### src/rtl/icb_csr_slave.sv
// icb_csr_slave: terminates one ICB port into a bank of byte-writable control
// registers, answering every command through an in-order response FIFO.
// Optional feature macro: ICB_CSR_STATUS_EN adds the stat_in port and maps
// NUM_STAT read-only status words directly after the control registers.
module icb_csr_slave #(
   parameter int          DATA_W    = 32,
   parameter int          NUM_REGS  = 16,
   parameter logic [31:0] BASE_ADDR = 32'h1000_0000,
   parameter int          RSP_DEPTH = 2,
   parameter int          NUM_STAT  = 4
) (
   input  logic                         clk,
   input  logic                         rst_,
   input  logic                         icb_cmd_valid,
   output logic                         icb_cmd_ready,
   input  logic                         icb_cmd_read,
   input  logic [31:0]                  icb_cmd_addr,
   input  logic [DATA_W-1:0]            icb_cmd_wdata,
   input  logic [DATA_W/8-1:0]          icb_cmd_wmask,
   output logic                         icb_rsp_valid,
   input  logic                         icb_rsp_ready,
   output logic [DATA_W-1:0]            icb_rsp_rdata,
   output logic                         icb_rsp_err,
   output logic [NUM_REGS*DATA_W-1:0]   reg_q,
`ifdef ICB_CSR_STATUS_EN
   input  logic [NUM_STAT*DATA_W-1:0]   stat_in,
`endif
   output logic [NUM_REGS-1:0]          reg_wr_pulse
);

   localparam int BYTES  = DATA_W / 8;
   localparam int SHIFT  = $clog2(BYTES);
`ifdef ICB_CSR_STATUS_EN
   localparam int STAT_ON = 1;
`else
   localparam int STAT_ON = 0;
`endif
   localparam int TOTAL  = NUM_REGS + STAT_ON * NUM_STAT;
   localparam int REG_IW = (NUM_REGS > 1) ? $clog2(NUM_REGS) : 1;
   localparam int PTR_W  = (RSP_DEPTH > 1) ? $clog2(RSP_DEPTH) : 1;
   localparam int CNT_W  = $clog2(RSP_DEPTH + 1);

   localparam logic [PTR_W-1:0] LAST_PTR   = PTR_W'(RSP_DEPTH - 1);
   localparam logic [CNT_W-1:0] DEPTH_CNT  = CNT_W'(RSP_DEPTH);
   localparam logic [31:0]      ALIGN_MASK = 32'(BYTES - 1);
   localparam logic [31:0]      TOTAL_W    = 32'(TOTAL);
   localparam logic [31:0]      NREG_W     = 32'(NUM_REGS);

   // ---------------------------------------------------------------------
   // Address decode
   // ---------------------------------------------------------------------
   logic [31:0]       offset;
   logic [31:0]       idx;
   logic [REG_IW-1:0] reg_sel;
   logic              aligned;
   logic              legal;
   logic              is_ctrl;
   logic              accept;
   logic              pop;
   logic              push;
   logic              wr_ok;
   logic              rsp_err_in;
   logic [DATA_W-1:0] rd_data;

   assign offset  = icb_cmd_addr - BASE_ADDR;
   assign idx     = offset >> SHIFT;
   assign reg_sel = idx[REG_IW-1:0];
   assign aligned = (offset & ALIGN_MASK) == 32'd0;
   assign legal   = (icb_cmd_addr >= BASE_ADDR) && aligned && (idx < TOTAL_W);
   assign is_ctrl = idx < NREG_W;

   // ---------------------------------------------------------------------
   // Response FIFO state
   // ---------------------------------------------------------------------
   logic [DATA_W:0]    fifo_mem [RSP_DEPTH];
   logic [PTR_W-1:0]   wr_ptr_reg;
   logic [PTR_W-1:0]   rd_ptr_reg;
   logic [CNT_W-1:0]   count_reg;
   logic [PTR_W-1:0]   wr_ptr_next;
   logic [PTR_W-1:0]   rd_ptr_next;
   logic [DATA_W:0]    head;

   // A pop in the same cycle frees a slot, so a full FIFO still accepts.
   assign pop           = icb_rsp_valid && icb_rsp_ready;
   assign icb_cmd_ready = (count_reg < DEPTH_CNT) || pop;
   assign accept        = icb_cmd_valid && icb_cmd_ready;
   assign push          = accept;

   // Writes land only on control registers; status words are read-only.
   assign wr_ok      = accept && !icb_cmd_read && legal && is_ctrl;
   assign rsp_err_in = !legal || (!icb_cmd_read && !is_ctrl);

   assign wr_ptr_next = (wr_ptr_reg == LAST_PTR) ? '0 : wr_ptr_reg + 1'b1;
   assign rd_ptr_next = (rd_ptr_reg == LAST_PTR) ? '0 : rd_ptr_reg + 1'b1;

   // Read data mux: register or status word as seen at the acceptance edge.
`ifdef ICB_CSR_STATUS_EN
   logic [31:0] stat_sel;
   assign stat_sel = idx - NREG_W;
`endif
   always_comb begin
      rd_data = '0;
      if (icb_cmd_read && legal) begin
         if (is_ctrl) begin
            rd_data = reg_q[reg_sel*DATA_W +: DATA_W];
         end
`ifdef ICB_CSR_STATUS_EN
         else begin
            rd_data = stat_in[stat_sel*DATA_W +: DATA_W];
         end
`endif
      end
   end

   // ---------------------------------------------------------------------
   // Control registers, one slice per register
   // ---------------------------------------------------------------------
   genvar gi;
   generate
      for (gi = 0; gi < NUM_REGS; gi++) begin : g_reg
         logic [DATA_W-1:0] word_reg;
         logic              pulse_reg;
         logic              hit;

         assign hit = wr_ok && (reg_sel == REG_IW'(gi));

         // Byte-masked update; unmasked bytes keep their value.
         always_ff @(posedge clk or negedge rst_) begin
            if (!rst_) begin
               word_reg <= '0;
            end else if (hit) begin
               for (int b = 0; b < BYTES; b++) begin
                  if (icb_cmd_wmask[b]) begin
                     word_reg[b*8 +: 8] <= icb_cmd_wdata[b*8 +: 8];
                  end
               end
            end
         end

         // Write strobe fires for any legal write, even with an empty mask.
         always_ff @(posedge clk or negedge rst_) begin
            if (!rst_) begin
               pulse_reg <= 1'b0;
            end else begin
               pulse_reg <= hit;
            end
         end

         assign reg_q[gi*DATA_W +: DATA_W] = word_reg;
         assign reg_wr_pulse[gi]           = pulse_reg;
      end
   endgenerate

   // ---------------------------------------------------------------------
   // Response FIFO
   // ---------------------------------------------------------------------
   // Storage array is not reset; the output is gated by valid instead.
   always_ff @(posedge clk) begin
      if (push) begin
         fifo_mem[wr_ptr_reg] <= {rd_data, rsp_err_in};
      end
   end

   // Pointers wrap at RSP_DEPTH; simultaneous push and pop hold the count.
   always_ff @(posedge clk or negedge rst_) begin
      if (!rst_) begin
         wr_ptr_reg <= '0;
         rd_ptr_reg <= '0;
         count_reg  <= '0;
      end else begin
         if (push) begin
            wr_ptr_reg <= wr_ptr_next;
         end
         if (pop) begin
            rd_ptr_reg <= rd_ptr_next;
         end
         case ({push, pop})
            2'b10:   count_reg <= count_reg + 1'b1;
            2'b01:   count_reg <= count_reg - 1'b1;
            default: count_reg <= count_reg;
         endcase
      end
   end

   assign head          = fifo_mem[rd_ptr_reg];
   assign icb_rsp_valid = (count_reg != '0);
   assign icb_rsp_rdata = icb_rsp_valid ? head[DATA_W:1] : '0;
   assign icb_rsp_err   = icb_rsp_valid & head[0];

endmodule

### config.mk
export PLATFORM = sky130hd
export DESIGN_NAME = icb_csr_slave
export DESIGN_NICKNAME = d
export VERILOG_FILES = /design/src/rtl/icb_csr_slave.sv
export SDC_FILE = /design/constraint.sdc
export NUM_CORES = 1
export LEC_CHECK = 0
export CAP_MARGIN = 5
export CORE_MARGIN = 3
export CORE_UTILIZATION = 45
export DETAILED_ROUTE_END_ITERATION = 8
export HOLD_SLACK_MARGIN = 0.02
export PLACE_DENSITY = 0.73
export SKIP_CTS_REPAIR_TIMING = 1
export SLEW_MARGIN = 10
export SYNTH_ARGS = -nofsm -noshare
export SYNTH_HDL_FRONTEND = slang
export SYNTH_SLANG_ARGS = --single-unit
### constraint.sdc
create_clock -name clk -period 3.7 [get_ports clk]
set_input_delay 0.74 -clock clk [delete_from_list [all_inputs] [get_ports clk]]
set_output_delay 0.74 -clock clk [all_outputs]
set_load 0.01 [all_outputs]
Yosys cells after proc, flatten, opt, wreduce, memory -nomap -nowiden
Memories as Yosys holds them, arrays and structs flattened.
Cells that the tools add are included.

storage, ports and cells
  bits in registers = 532
  bits in latches = 0
  bits in writable memories = 66
  ROM bits = 0
  bits of input ports = 73
  output and inout bits = 563
  logic and storage cells = 217
  memories = 1

operators by class
  $add $sub $neg = 5
  multipliers = 0
  div/mod/pow operators = 0
  $lt $le $gt $ge = 3
  equal/unequal tests = 17
  shifts and indexed selects = 1
  mux-type cells = 8
  bitwise logic cells = 1
  reductions and logical operators = 98

memories
  memory    depth  width  read ports  clocked after memory_dff  write ports  line  RTL
  fifo_mem  2      33     1           0                         1            75    logic [DATA_W:0] fifo_mem [RSP_DEPTH];

operators by type and width
  kind                                                         count
  indexed part select 512 x 10 -> 32 bit                       1
  AND reduction 2 bit                                          64
  two-way mux 32 bit                                           3
  equality test 4 bit, second input constant                   8
  >= comparator 32 x 29 -> 1 bit, second input constant        1
  zero test 32 bit                                             1
  subtractor 32 x 29 -> 32 bit, second input constant          1
  less-than comparator 30 x 5 -> 1 bit, second input constant  1
  logical AND 1 bit                                            25
  equality test 4 x 3 -> 1 bit, second input constant          4
  equality test 4 x 2 -> 1 bit, second input constant          2
  equality test 4 x 1 -> 1 bit, second input constant          1
  zero test 4 bit                                              1
  two-way mux 1 bit                                            4
  one-hot mux 2 bit (2 select lines)                           1
  nonzero test 2 bit                                           2
  zero test 1 bit                                              3
  adder 1 bit, second input constant                           2
  adder 2 x 1 -> 2 bit, second input constant                  1
  equality test 2 x 1 -> 1 bit, second input constant          1
  equality test 2 bit, second input constant                   1
  logical OR 1 bit                                             2
  less-than comparator 2 bit, second input constant            1
  subtractor 2 x 1 -> 2 bit, second input constant             1
  AND 1 bit                                                    1

Longest topological paths before layout
Gate-level depths: netlist of the first run.

  depth after elaboration = 9
  gate-level depth with buffers = 7

Least setup slack after synthesis of the first run
Ideal clock, no wire load.

  path kind = input to register
  from = in icb_rsp_ready
  to = mem fifo_mem[0][0] (netlist name), enable pin
  setup time = 0.423 ns
  arrival = 2.487 ns
  data required time = 3.277 ns
  setup slack = 0.790 ns
  stages on the path = 3
  buffers on the path = 0
  path through = nand2b_1 > nand2_1 > nor2_1

between the ends
  longest elaborated chain between the ends = 5

ends and longest elaborated chain
  what                                     line  RTL
  start: declaration                       21    input logic icb_rsp_ready,
  logical AND 1 bit                        84    assign pop = icb_rsp_valid && icb_rsp_ready;
  logical OR 1 bit                         85    assign icb_cmd_ready = (count_reg < DEPTH_CNT) || pop;
  logical AND 1 bit                        86    assign accept = icb_cmd_valid && icb_cmd_ready;
  two-way mux 1 bit                        159   if (push) begin
  two-way mux 1 bit (not written as such)  160   fifo_mem[wr_ptr_reg] <= {rd_data, rsp_err_in};
  end: declaration                         75

Every way passes these cells.

Worst setup path in the final report of the first run
  from = reg count_reg[0]
  to = out icb_rsp_rdata[9]

between the ends
  longest elaborated chain between the ends = 2

ends and longest elaborated chain
  what                      line  RTL
  start: declaration        78    logic [CNT_W-1:0] count_reg;
  start signal: assignment  178   2'b10: count_reg <= count_reg + 1'b1;
  start signal: assignment  179   2'b01: count_reg <= count_reg - 1'b1;
  start signal: assignment  180   default: count_reg <= count_reg;
  nonzero test 2 bit        186   assign icb_rsp_valid = (count_reg != '0);
  two-way mux 32 bit        187   assign icb_rsp_rdata = icb_rsp_valid ? head[DATA_W:1] : '0;
  end: declaration          22    output logic [DATA_W-1:0] icb_rsp_rdata,

Every way passes these cells.

==> results.cfg, run 1 <==
[yosys]
synth_area_leaders = dfrtp_1 48%, mux2_2 17%, mux4_2 10%
synth-compound-area-share_pct = 2.29
synth_warnings = 0
ys_top_cells_by_count = 532 x dfrtp_1, 425 x mux2_2, 128 x mux4_2
synthSimpleGateAreaFrac_pct = 6.72
synth_flop_cell = dfrtp_1
synth_mux_area_share_pct = 33.1
synth_top_family_by_area = multiplexers
netlist_area_sq_um = 28000
ys_ff_latch = 598
synth_top_area_cell = dfrtp_1
synth_most_common_cell = dfrtp_1
synth_cell_type_count = 43
synth_edf_count = 66
syn_area_per_cell_sq_um = 16.8
synthAdderAreaFrac_pct = 0.0447
synthXorXnorAreaFrac_pct = 0.156
yosysSeqAreaShare_pct = 54.6
async_flop_share_pct = 89.0
synthCells = 1672
syn_nets = 1746
synth_top_area_share_pct = 47.5

[timing]
max_freq_ghz = 0.295
setup_tns_ns = 0
maxSlewHeadroom_pct = 39.7
rsz0062_at_grt = no
min_period_over_period_pct = 91.8
worstMarginPinSlew_ns = 0.905
setup_viol = 0
hold_ws_ns = 0.190
finalClockSkew_ns = 0.0235
fin_crit_ns = 3.40
finalHoldViolations = 0
report.final.slew_viol_count = 0

[routing]
drtAntennaViolNets = 0
drtIter0Drc = 1249
viasPerCell = 5.90
first_pass_iters = 5
drc_errors = 0
num_vias = 19000
wl_per_cell_um = 30.4
drt_wl_total_um = 97900

[power]
p_switching_uw = 3980
peakVddDrop_v = 0.000295
p_int_uw = 11900
power_frac_comb_pct = 12.6
leakagePower_uw = 0.0172
power_density_nw_per_um2 = 419
seqPwrFrac_pct = 43.6
power_frac_clock_pct = 43.8
p_sw_share_pct = 25.0

[worst_setup_path]
critical_path_required_ns = 2.96
crit_arrival_ns = 2.66
cp_max_fo = 18
path_class = reg -> out
worst_setup_path_end_kind = output port
setup.worst_path.start_class = flop

[die]
die_area_sq_um = 65300
die_y_um = 256
rows = 90
core_sq_um = 60900
io_pins = 636
initial_utilization_pct = 46.0
die_w_um = 256

[status]
status = finished, final reports clean

[final_layout]
drive_gt1_share_pct = 38.3
syn_to_final_growth_pct = 35.4
nets = 2414
largest_reg_flops = 512

[cts]
clk_path_buf_depth = 3
htreeDepth = 3
clk_pin_slew_ns = 0.06
cts_tree = built
insertion_delay_ns = 0.60
cts_sinks = 598
cts_made_buffers = 67
ctsRootBufferMaster = clkbuf_16

[grt]
antenna_found_initial = 4
grt_overflow_total = 0
grt_pass1_wl_um = 142000
grt_usage_pct = 29.5
grt_pass1_vias = 19900
grt_max_degree = 95

[placement]
portBuffers = 635
place.gp.congestion = 0.898
dp_hpwl_um = 69000

[min_path]
hold_class = in -> async

[run]
maxCapViolCount = 0
## kinds of logic after synthesis
family / after synthesis
flops: 598
simple gates: 167
fa+ha+maj: 1
mux: 673
xor+xnor: 5
buf+inv: 132
compound gates: 96
## critical path, cell delays in order (launching register included)
cell and delay, ns:
dfrtp_1 0.44, nor2_4 0.49, buf_4 0.42, nor2_1 0.18, clkdlybuf4s50_1 0.52
## final timing paths
kind	depth (start not counted)	startpoint	slack (ns)	endpoint
hold reg to reg	1	g_reg[4].word_reg[15]	0.52	g_reg[4].word_reg[15]
max in group asynchronous	3	rst_	2.45	g_reg[12].word_reg[4]
hold / removal	1	rst_	0.19	g_reg[14].word_reg[12]
min in group clk	1	g_reg[4].word_reg[15]	0.52	g_reg[4].word_reg[15]
setup / recovery	4	count_reg[0]	0.30	icb_rsp_rdata[9]
setup reg to reg	7	count_reg[1]	1.07	g_reg[2].word_reg[7]
## cell type report
cell class | count | area (sq um)
fillers | 4578 | 23000
flip-flops and latches | 598 | 15300
multi-input cells | 942 | 11900
repair buffers | 729 | 7360
clock buffers | 100 | 2010
well taps | 828 | 1040
clock inverters | 22 | 319
inverters | 2 | 7.51
diodes | 2 | 5.00
## per-stage QoR
step	total power [uW]	utilization [%]	setup slack, ns	area (sq um)	instances
floorplan	7870	-	0.790	28000	1672
finish	15900	62.3	0.305	37900	3223
global placement	9060	58.5	0.229	35600	3099
CTS	16000	62.3	0.220	37900	3221
detailed placement	9070	58.5	0.225	35600	3099
global route	16400	62.3	0.181	37900	3223
## per-layer routing
metal  vias up  global-route usage (%)  part of all wire, %
met5         -                       0                0.032
met4         4                    10.4                  3.5
met3       177                    5.83                  7.1
met2       921                    49.3                   49
met1     10200                    38.6                   40
li1       7750                       -                    -
## layout by cell type (no fill, tap or decap), types with 2 or more instances in the layout
master           synthesis  layout
nand4_2                  4       4
buf_4                   18      71
clkdlybuf4s50_1          0     632
nand4_4                 60      60
inv_1                    2       2
mux4_2                 128     128
xnor2_1                  3       3
a22oi_1                 64      64
mux2i_1                 33      33
clkinv_1                 0       3
nand2b_1                 5       5
clkinv_8                 0       3
buf_8                    3       2
nand2_1                  7       6
xor2_1                   2       2
nor4_1                   2       2
nor4_4                   2       3
mux2_1                   7       7
mux2_4                  80      80
nor2_1                  50      47
buf_12                   6      23
clkbuf_8                 2      10
edfxtp_1                66      66
mux2_2                 425     425
nor3_2                   4       4
clkinv_2                 0       8
nor2_4                   2       5
dfrtp_1                532     531
a21oi_1                 32      32
nor2b_4                  0       2
clkbuf_16                0      72
bufinv_16                0       7
and3_1                   5       4
clkbuf_1                57      18
nand3_1                  2       2
diode_2                  0       2
nor3_1                  13      13
## power by group through the flow
stage	clock (uW)	sequential (uW)	combinational, uW
CTS	7070	6930	2030
finish	6960	6920	2010
detailed placement	0	7050	2030
floorplan	0	7010	867
global placement	0	7040	2020
global route	7320	6940	2130
No activity file was read; power rests on OpenSTA's default activity.
==> run 2, diff against run 1 <==
==> constraint.sdc (replaced) <==
create_clock -name clk -period 3.25 [get_ports clk]
set_input_delay 0.65 -clock clk [delete_from_list [all_inputs] [get_ports clk]]
set_output_delay 0.65 -clock clk [all_outputs]
set_load 0.01 [all_outputs]
==> run 2 against run 1 <==
The flow now finishes with violations (hold timing); critical path depth unchanged; clock power grew 6.8%; cell count up 0.74%; worst hold slack got worse by 0.19 ns; via count barely moved; routed wire length down 0.39%; sequential power increased by 14%; combinational power up 16%; sequential share of layout area is 0.44 points lower; cell area is 1.1% higher; flip-flop and latch count unchanged; worst setup slack worse by 0.041 ns; critical path type unchanged; critical endpoint is now icb_rsp_rdata[28]; largest power group is now registers.
==> results.cfg, run 2 (synthesis results as in run 1) <==
[status]
status = complete, but fails checks
violations = hold timing

[routing]
num_vias = 19000
first_pass_iters = 5
drtIter0Drc = 1554
wl_per_cell_um = 30.0
drc_errors = 0
viasPerCell = 5.86
drtAntennaViolNets = 0
drt_wl_total_um = 97600

[placement]
portBuffers = 635
placedInstanceArea_sq_um = 36200
place.gp.congestion = 0.861
place_ws_ns = -0.0823
dp_cells = 3125
dp_hpwl_um = 68700

[run]
maxCapViolCount = 0

[power]
leakagePower_uw = 0.0174
seqPwrFrac_pct = 44.6
p_int_uw = 13100
p_switching_uw = 4490
power_frac_comb_pct = 13.2
power_frac_clock_pct = 42.2
peakVddDrop_v = 0.000373
power_density_nw_per_um2 = 459
p_sw_share_pct = 25.5

[worst_setup_path]
crit_arrival_ns = 2.34
critical_path_required_ns = 2.60
worst_setup_path_end_kind = output port
path_class = reg -> out
cp_max_fo = 19
setup.worst_path.start_class = flop

[final_layout]
drive_gt1_share_pct = 38.7
fin_cells = 3247
nFillCells = 4474
layout_commonest_cell = clkdlybuf4s50_1
nets = 2439
syn_to_final_growth_pct = 36.9
largest_reg_flops = 512
design_area_sq_um = 38400
final_cell_mix = 632 x clkdlybuf4s50_1, 531 x dfrtp_1, 425 x mux2_2, 128 x mux4_2, 80 x mux2_4
finish.utilization_pct = 63.0

[timing]
max_freq_ghz = 0.335
finalHoldViolations = 1
rsz0062_at_grt = no
maxSlewHeadroom_pct = 52.3
setup_tns_ns = 0
layout_setup_ws_ns = 0.264
report.final.slew_viol_count = 0
min_period_over_period_pct = 91.9
setup_viol = 0
hold_ws_ns = -0.00396
fin_crit_ns = 2.99
worstMarginPinSlew_ns = 0.713
finalClockSkew_ns = 0.0249

[cts]
cts_tree = built
clk_pin_slew_ns = 0.06
ctsRootBufferMaster = clkbuf_16
htreeDepth = 3
cts_sinks = 598
insertion_delay_ns = 0.59
clk_path_buf_depth = 3
cts_made_buffers = 66

[grt]
met1_usage_pct = 39.0
use_met3_pct = 6.95
grt_usage_pct = 29.5
busiest_layer = met2
grt_overflow_total = 0
grt_pass1_wl_um = 142000
antenna_found_initial = 6
gr-usage-met2_pct = 48.3
grt_pass1_vias = 20000
grt_max_degree = 83

[die]
initial_utilization_pct = 46.0
io_pins = 636
die_w_um = 256
rows = 90
die_area_sq_um = 65300
core_sq_um = 60900
die_y_um = 256

[min_path]
hold_class = in -> async
==> run 2: stage by stage <==
stage	power, uW	hold slack [ns]
floorplan	8960	0.354
global placement	10300	0.497
detailed placement	10300	0.518
CTS	17700	0.000841
global route	18200	0.0221
finish	17600	-0.00396
==> run 2: power groups by stage <==
stage               Clock (uW)  Sequential [uW]  Combinational, uW
finish                    7430             7860               2330
global route              7850             7870               2440
CTS                       7540             7860               2340
detailed placement           0             8000               2330
global placement             0             7990               2310
floorplan                    0             7980                987
==> run 2: path summary, 6_finish.rpt <==
kind                                             from                      to  slack (ns)  depth (start not counted)
worst max-delay path                       rd_ptr_reg       icb_rsp_rdata[28]        0.26                          4
worst min-delay path                             rst_   g_reg[7].word_reg[13]      -0.004                          1
worst max register to register           count_reg[1]    g_reg[2].word_reg[6]        0.83                          7
worst min register to register  g_reg[1].word_reg[28]   g_reg[1].word_reg[28]        0.53                          1
max in group asynchronous                        rst_  g_reg[12].word_reg[10]        2.19                          3
min in group clk                g_reg[1].word_reg[28]   g_reg[1].word_reg[28]        0.53                          1
==> run 2: cell type report <==
class                      count  area (sq um)  area share (%)
clock inverter                19           190           0.496
inverter                       2          7.51          0.0196
timing repair buffer         755          7960            20.7
clock buffer                 100          1950            5.09
sequential                   598         15300            39.9
tap                          828          1040            2.70
multi-input combinational    942         11900            31.1
antenna                        3          7.51          0.0196
==> run 2: layer usage <==
metal  part of all wire [%]  wire length (um)  up-vias
li1                       -                 -     7790
met1                     40             39000    10100
met2                     49             47700      964
met3                    8.0              7790      162
met4                    3.1              3070        6
met5                  0.041                40        -
==> run 2: critical path, cell delays in order (launching register included) <==
cell and delay (ns):
dfrtp_2 0.35, buf_4 0.37, mux2i_1 0.15, nor2_1 0.27, clkdlybuf4s50_1 0.61
